===== src/rtl/periph_bus_arbiter.sv =====
// Two-master round-robin arbiter for the peripheral bus, one transaction in flight at a time.
// Optional slave timeout is enabled by defining ARB_TIMEOUT_EN.
module periph_bus_arbiter #(
    parameter int              AW             = 32,
    parameter int              DW             = 32,
    parameter int              TIMEOUT_CYCLES = 255,
    parameter logic [DW-1:0]   ERR_DATA       = DW'(32'hDEAD_BEEF)
) (
    input  logic          clk,
    input  logic          rst,

    input  logic          m0_req,
    input  logic          m0_write,
    input  logic [AW-1:0] m0_addr,
    input  logic [DW-1:0] m0_wdata,
    output logic [DW-1:0] m0_rdata,
    output logic          m0_ack,
    output logic          m0_err,

    input  logic          m1_req,
    input  logic          m1_write,
    input  logic [AW-1:0] m1_addr,
    input  logic [DW-1:0] m1_wdata,
    output logic [DW-1:0] m1_rdata,
    output logic          m1_ack,
    output logic          m1_err,

    output logic          s_read,
    output logic          s_write,
    output logic [AW-1:0] s_addr,
    output logic [DW-1:0] s_wdata,
    input  logic [DW-1:0] s_rdata,
    input  logic          s_ack,

    output logic          grant
);

    typedef enum logic [1:0] {
        IDLE = 2'd0,
        BUSY = 2'd1,
        RESP = 2'd2
    } state_t;

    state_t state;
    logic   last_winner;

    // On a tie the master that did not win last time gets the bus.
    logic pick;
    always_comb begin
        pick = 1'b0;
        if (m0_req && m1_req) pick = ~last_winner;
        else if (m1_req)      pick = 1'b1;
    end

    // Writes return zero data; reads return whatever the slave drove with s_ack.
    logic [DW-1:0] ack_data;
    assign ack_data = s_write ? '0 : s_rdata;

`ifdef ARB_TIMEOUT_EN
    logic [7:0] tmo_cnt;
    logic       m0_err_q;
    logic       m1_err_q;
    assign m0_err = m0_err_q;
    assign m1_err = m1_err_q;
`else
    assign m0_err = 1'b0;
    assign m1_err = 1'b0;
    logic unused_cfg;
    assign unused_cfg = ^{ERR_DATA, 8'(TIMEOUT_CYCLES)};
`endif

    // NOTE: all state here is sequential, so every assignment in this block is non-blocking.
    always_ff @(posedge clk or negedge rst) begin
        if (!rst) begin
            state       <= IDLE;
            last_winner <= 1'b1;
            grant       <= 1'b0;
            s_read      <= 1'b0;
            s_write     <= 1'b0;
            s_addr      <= '0;
            s_wdata     <= '0;
            m0_ack      <= 1'b0;
            m1_ack      <= 1'b0;
            m0_rdata    <= '0;
            m1_rdata    <= '0;
`ifdef ARB_TIMEOUT_EN
            tmo_cnt     <= '0;
            m0_err_q    <= 1'b0;
            m1_err_q    <= 1'b0;
`endif
        end else begin
            case (state)
                IDLE: begin
                    if (m0_req || m1_req) begin
                        state   <= BUSY;
                        grant   <= pick;
                        s_addr  <= pick ? m1_addr  : m0_addr;
                        s_wdata <= pick ? m1_wdata : m0_wdata;
                        s_write <= pick ? m1_write : m0_write;
                        s_read  <= pick ? ~m1_write : ~m0_write;
`ifdef ARB_TIMEOUT_EN
                        tmo_cnt <= '0;
`endif
                    end
                end

                BUSY: begin
                    if (s_ack) begin
                        state       <= RESP;
                        s_read      <= 1'b0;
                        s_write     <= 1'b0;
                        last_winner <= grant;
                        if (grant) begin
                            m1_ack   <= 1'b1;
                            m1_rdata <= ack_data;
                        end else begin
                            m0_ack   <= 1'b1;
                            m0_rdata <= ack_data;
                        end
                    end
`ifdef ARB_TIMEOUT_EN
                    // The final BUSY cycle without s_ack completes with an error instead.
                    else if (tmo_cnt == 8'(TIMEOUT_CYCLES - 1)) begin
                        state       <= RESP;
                        s_read      <= 1'b0;
                        s_write     <= 1'b0;
                        last_winner <= grant;
                        if (grant) begin
                            m1_ack   <= 1'b1;
                            m1_err_q <= 1'b1;
                            m1_rdata <= ERR_DATA;
                        end else begin
                            m0_ack   <= 1'b1;
                            m0_err_q <= 1'b1;
                            m0_rdata <= ERR_DATA;
                        end
                    end else begin
                        tmo_cnt <= tmo_cnt + 8'd1;
                    end
`endif
                end

                RESP: begin
                    state    <= IDLE;
                    m0_ack   <= 1'b0;
                    m1_ack   <= 1'b0;
                    m0_rdata <= '0;
                    m1_rdata <= '0;
`ifdef ARB_TIMEOUT_EN
                    m0_err_q <= 1'b0;
                    m1_err_q <= 1'b0;
`endif
                end

                default: state <= IDLE;
            endcase
        end
    end

endmodule


===== config.mk =====
export PLATFORM = sky130hd
export DESIGN_NAME = periph_bus_arbiter
export DESIGN_NICKNAME = d
export VERILOG_FILES = /design/src/rtl/periph_bus_arbiter.sv
export SDC_FILE = /design/constraint.sdc
export NUM_CORES = 1
export LEC_CHECK = 0
export CAP_MARGIN = 15
export CORE_ASPECT_RATIO = 0.6
export CORE_MARGIN = 2
export CORE_UTILIZATION = 38
export DETAILED_ROUTE_END_ITERATION = 12
export GPL_TIMING_DRIVEN = 1
export PLACE_DENSITY = 0.89
export REMOVE_ABC_BUFFERS = 1
export SLEW_MARGIN = 0
export SYNTH_ARGS = -nofsm -noshare
export SYNTH_HDL_FRONTEND = slang
export SYNTH_SLANG_ARGS = --single-unit

===== constraint.sdc =====
create_clock -name clk -period 1.6 [get_ports clk]
set_input_delay 0.16 -clock clk [delete_from_list [all_inputs] [get_ports clk]]
set_output_delay 0.16 -clock clk [all_outputs]
set_load 0.005 [all_outputs]

After elaboration in Yosys (flattened, before gate mapping)
Index checks and enable logic that the tools add are counted.
W data, S select, Z words.

word-level totals
  flip-flop bits (word level) = 136
  input bits = 167
  output and inout bits = 135

operators by class
  equality and inequality tests = 6
  muxes and demuxes = 27
  bitwise operators = 3
  reduce and logical (&&, ||, !) cells = 11

operators by type and width
  cell                  count
  $mux W32              7
  $pmux W32 S2          2
  $mux W1               11
  $reduce_and A3 Y1     3
  $ne A2 B2 Y1 const B  4
  $pmux W1 S2           4
  $reduce_and A2 Y1     3
  $mux W2               2
  $pmux W2 S2           1
  $reduce_bool A2 Y1    2
  $not A1 Y1            3
  $eq A2 B1 Y1 const B  1
  $eq A2 B2 Y1 const B  1
  $logic_not A2 Y1      1
  $logic_and A1 B1 Y1   1
  $logic_or A1 B1 Y1    1

Logic depth before layout (Yosys ltp)
Gate-level depths: netlist (run 1).

  depth after elaboration = 5
  depth in mapped cells = 7
  mapped depth without buffers = 4

Worst setup path after synthesis (run 1)
Ideal clock, no wire load.

  path kind = flip-flop to flip-flop
  from = register last_winner
  to = register s_addr[21]
  arrival time = 1494 ps
  data required time = 1475 ps
  slack = -19 ps
  stages on the path, launching flop included = 6
  buffers on the path = 2
  cells stage by stage = dfstp_2 > a21bo_2 > buf_6 > buf_6 > mux2_4 > mux2_4

between the ends
  word-level cells in the longest chain between the ends = 3

RTL lines
  item                      line  text
  start: declaration        45    logic last_winner;
  start signal: assignment  112   last_winner <= grant;
  $not A1 Y1                51    if (m0_req && m1_req) pick = ~last_winner;
  $mux W1                   51
  $mux W32                  97    s_addr <= pick ? m1_addr : m0_addr;
  end signal: assignment    97
  end: declaration          30    output logic [AW-1:0] s_addr,

No other way between the ends.
A chain may end at the register's enable or synchronous reset.

Final worst setup path (run 1)
  from = register last_winner
  to = register s_addr[6]

The elaborated chain is that of the path after synthesis.

==> results of run 1 <==
## worst register-to-register path, delay by kind of cell, from the launching register on
family                 cells  cell delay (ns)
DFF                        1             0.57
muxes                      2             0.55
buffers and inverters      2             0.34
AOI/OAI and AO/OA          1             0.16
## layout make-up
type,instances,area (um^2),area share
clock buffer,21,480,0.0435
clock inverter,10,168,0.0152
inverter,1,3.75,0.000340
multi-input combinational,378,3110,0.282
sequential,136,3410,0.309
tap,234,293,0.0265
timing repair buffer,345,3570,0.324
## power breakdown
group / switching (uW) / leakage [uW] / internal, uW
registers: 1080 / 0.00170 / 5160
logic: 3360 / 0.00307 / 6040
clock network: 1580 / 0.000304 / 2770
## state kept, by name (all words and copies together) (netlist names), 2 cells and up
signal and flops:
m0_rdata 32, s_addr 32, s_wdata 32, state 2
m1_rdata 32
## synth_stat cells, drive strengths merged
master  instances  share of area
nand3b          1         0.0012
o21a            1         0.0012
nor2            3         0.0017
dfstp           1         0.0040
a21o            2         0.0023
and2            1        0.00096
nand3          34          0.026
and4b           1         0.0015
nor2b          32          0.031
clkbuf         20          0.012
buf            22          0.025
inv             1        0.00058
o21ai          34          0.026
conb            1        0.00058
nand4b          1         0.0013
a21bo           1         0.0015
nand2         129          0.074
dfrtp         135           0.52
nand2b          2         0.0019
mux2          130           0.26
nor3            1        0.00077
mux2i           1         0.0015
and4bb          1         0.0019
## layer usage
layer	up-vias	share of wire	routed length, um	GRT usage
li1	2512	-	-	-
met4	0	0.011	226	0.0611
met5	-	0	0	0
met3	21	0.063	1330	0.0559
met2	206	0.49	10300	0.371
met1	2759	0.44	9290	0.299
## placed cells by master, fill, tap and decap left out, types with 2 or more instances in the layout
master	instances
clkdlybuf4s50_1	296
dfrtp_1	134
nand2_1	129
mux2_4	125
nand3_1	34
o21ai_0	34
nor2b_1	32
buf_4	23
clkbuf_16	20
buf_12	11
buf_6	6
mux2_2	5
bufinv_16	4
clkinvlp_4	4
clkbuf_8	4
nor2_1	3
buf_8	3
a21bo_4	2
a21o_1	2
conb_1	2
clkinv_4	2
## per-stage QoR
step	hold slack [ns]	total power [uW]	utilization	TNS [ns]
after floorplan	-0.136	9640	-	-115.05
after global placement	0.113	14600	0.587	-14.40
after detailed placement	0.108	14900	0.587	-15.93
after CTS	0.221	19800	0.638	-6.68
after global routing	0.265	21000	0.652	-7.87
final	0.232	20000	0.652	-6.31
## cell families after synthesis
| group | after synthesis |
|---|---|
| multiplexers | 131 |
| buffers and inverters | 43 |
| AND/OR/NAND/NOR | 206 |
| AO/OA/AOI/OAI | 38 |
| flip-flops | 136 |
| other | 1 |
## worst min path at each step
stage	end	cells past startpoint	slack, ns
after global placement	s_addr[31]	1	0.11
after detailed placement	s_addr[31]	1	0.11
after CTS	s_addr[24]	2	0.22
final	s_addr[31]	2	0.23
after global routing	s_wdata[15]	2	0.26
after floorplan	grant	0	-0.14
## timing repair
item / 4_1_cts / 5_1_grt
resized for setup: 42 / 28
setup buffers: 3 / 4
pin swaps: 0 / 1
setup endpoints to repair: 65 / 66
gates cloned: 1 / 4
endpoints found under the hold margin: 36 / 0
hold buffers: 1 / 0
==> flow_metrics.tcl, run 1 <==
set metrics [dict create \
    antenna_found_initial 0 \
    via_per_inst 4.89 \
    rows 37 \
    fillers 1250 \
    setup_viol 65 \
    crit_cells 5 \
    drive_gt1_frac 0.240 \
    synth_xor_area_frac 0 \
    worst_ir_drop_vdd_mv 1.10 \
    worst_slack_ns -0.142 \
    drt_wl_total_um 21200 \
    instances_no_fill 1125 \
    outcome "finished, violations left" \
    rsz0062_at_grt "yes" \
    cts_made_buffers 17 \
    syn-mean-instance-area_um2 11.7 \
    grt_max_degree 69 \
    ant_nets 0 \
    cp_max_fo 7 \
    io_buffers 299 \
    yosysWarnings 0 \
    cp-start-kind "flip-flop" \
    coreArea_um2 16900 \
    synth-simple-area-share 0.143 \
    ys_seq_elements 136 \
    power.leakage_uw 0.00507 \
    reg2reg_slack_ns -0.14 \
    path_buf_inv 2 \
    cp.arrival_ns 2.05 \
    start_util 0.384 \
    drt_iter0_drc 365 \
    clk_path_buf_depth 2 \
    drc 0 \
    r2r-end "s_addr[6]" \
    insertion_delay_ns 0.42 \
    grt-ovfl-total 0 \
    r2r_cells 5 \
    area_growth_pct 69.5 \
    cp-end-kind "flip-flop" \
    violations "setup timing" \
    cpMaxStageDelayCell "dfstp_2" \
    finalCritPeriodShare 1.09 \
    vias 5498 \
    yosysSeqAreaShare 0.523 \
    hpwlAfterDp_um 14400 \
    drtPass1Iterations 6 \
    crit_top_cell "mux2_4" \
    root_buffer "clkbuf_16" \
    dp_slack_ns -0.289 \
    crit_end "s_addr[6]" \
    synth_cell_type_count 26 \
    r2r-start "last_winner" \
    tritoncts "built" \
    fin_nets 1046 \
    grt_pass1_vias 5684 \
    synth_area_um2 6510 \
    routabilityCongestion 0.800 \
    dpl-instance-area_um2 9950 \
    dp_cells 1081 \
    syn_inst 555 \
    fin_crit_ns 1.74 \
    synthAdderAreaFrac 0 \
    die_height_um 105 \
    hold_class "in -> async" \
    design.die.area_um2 18200 \
    powerDensity_nw_per_um2 1810 \
    crit_chain "a21bo_4, buf_12, clkbuf_16, mux2_4, mux2_4" \
    ctsHtreeMaxLevel 4 \
    max_freq_mhz 574 \
    max_stage_delay_ns 0.57 \
    num_antenna_cells 0 \
    stdcell_area_um2 11000 \
    cp_top_family "flip-flops" \
    grt_usage 0.226 \
    synth_top_family_by_area "multiplexers" \
    hold_violations 0 \
    startpoint "last_winner" \
    skew_ns 0.00872 \
    avgRoutedWirePerCell_um 18.8 \
    die_x_um 173 \
    slew_viol_final 0 \
    ioPinCount 302 \
    crit_required_ns 1.90 \
    clk_pin_slew_ns 0.06 \
    synth_mux_area_frac 0.266 \
    cts_sinks 136 \
    grt_pass1_wl_um 32000 \
    max_cap_viol_count 0 \
    crit_type "reg -> reg" \
    synth_compound_area_frac 0.0311 \
]
Note: power is estimated with default switching activity, not from simulation.
==> run 2, diff against run 1 <==
Settings changed: ABC_CLOCK_PERIOD_IN_PS set to 1600.
==> results of run 2 <==
Same layout as run 1: the final DEF is identical, and so are final timing and power.
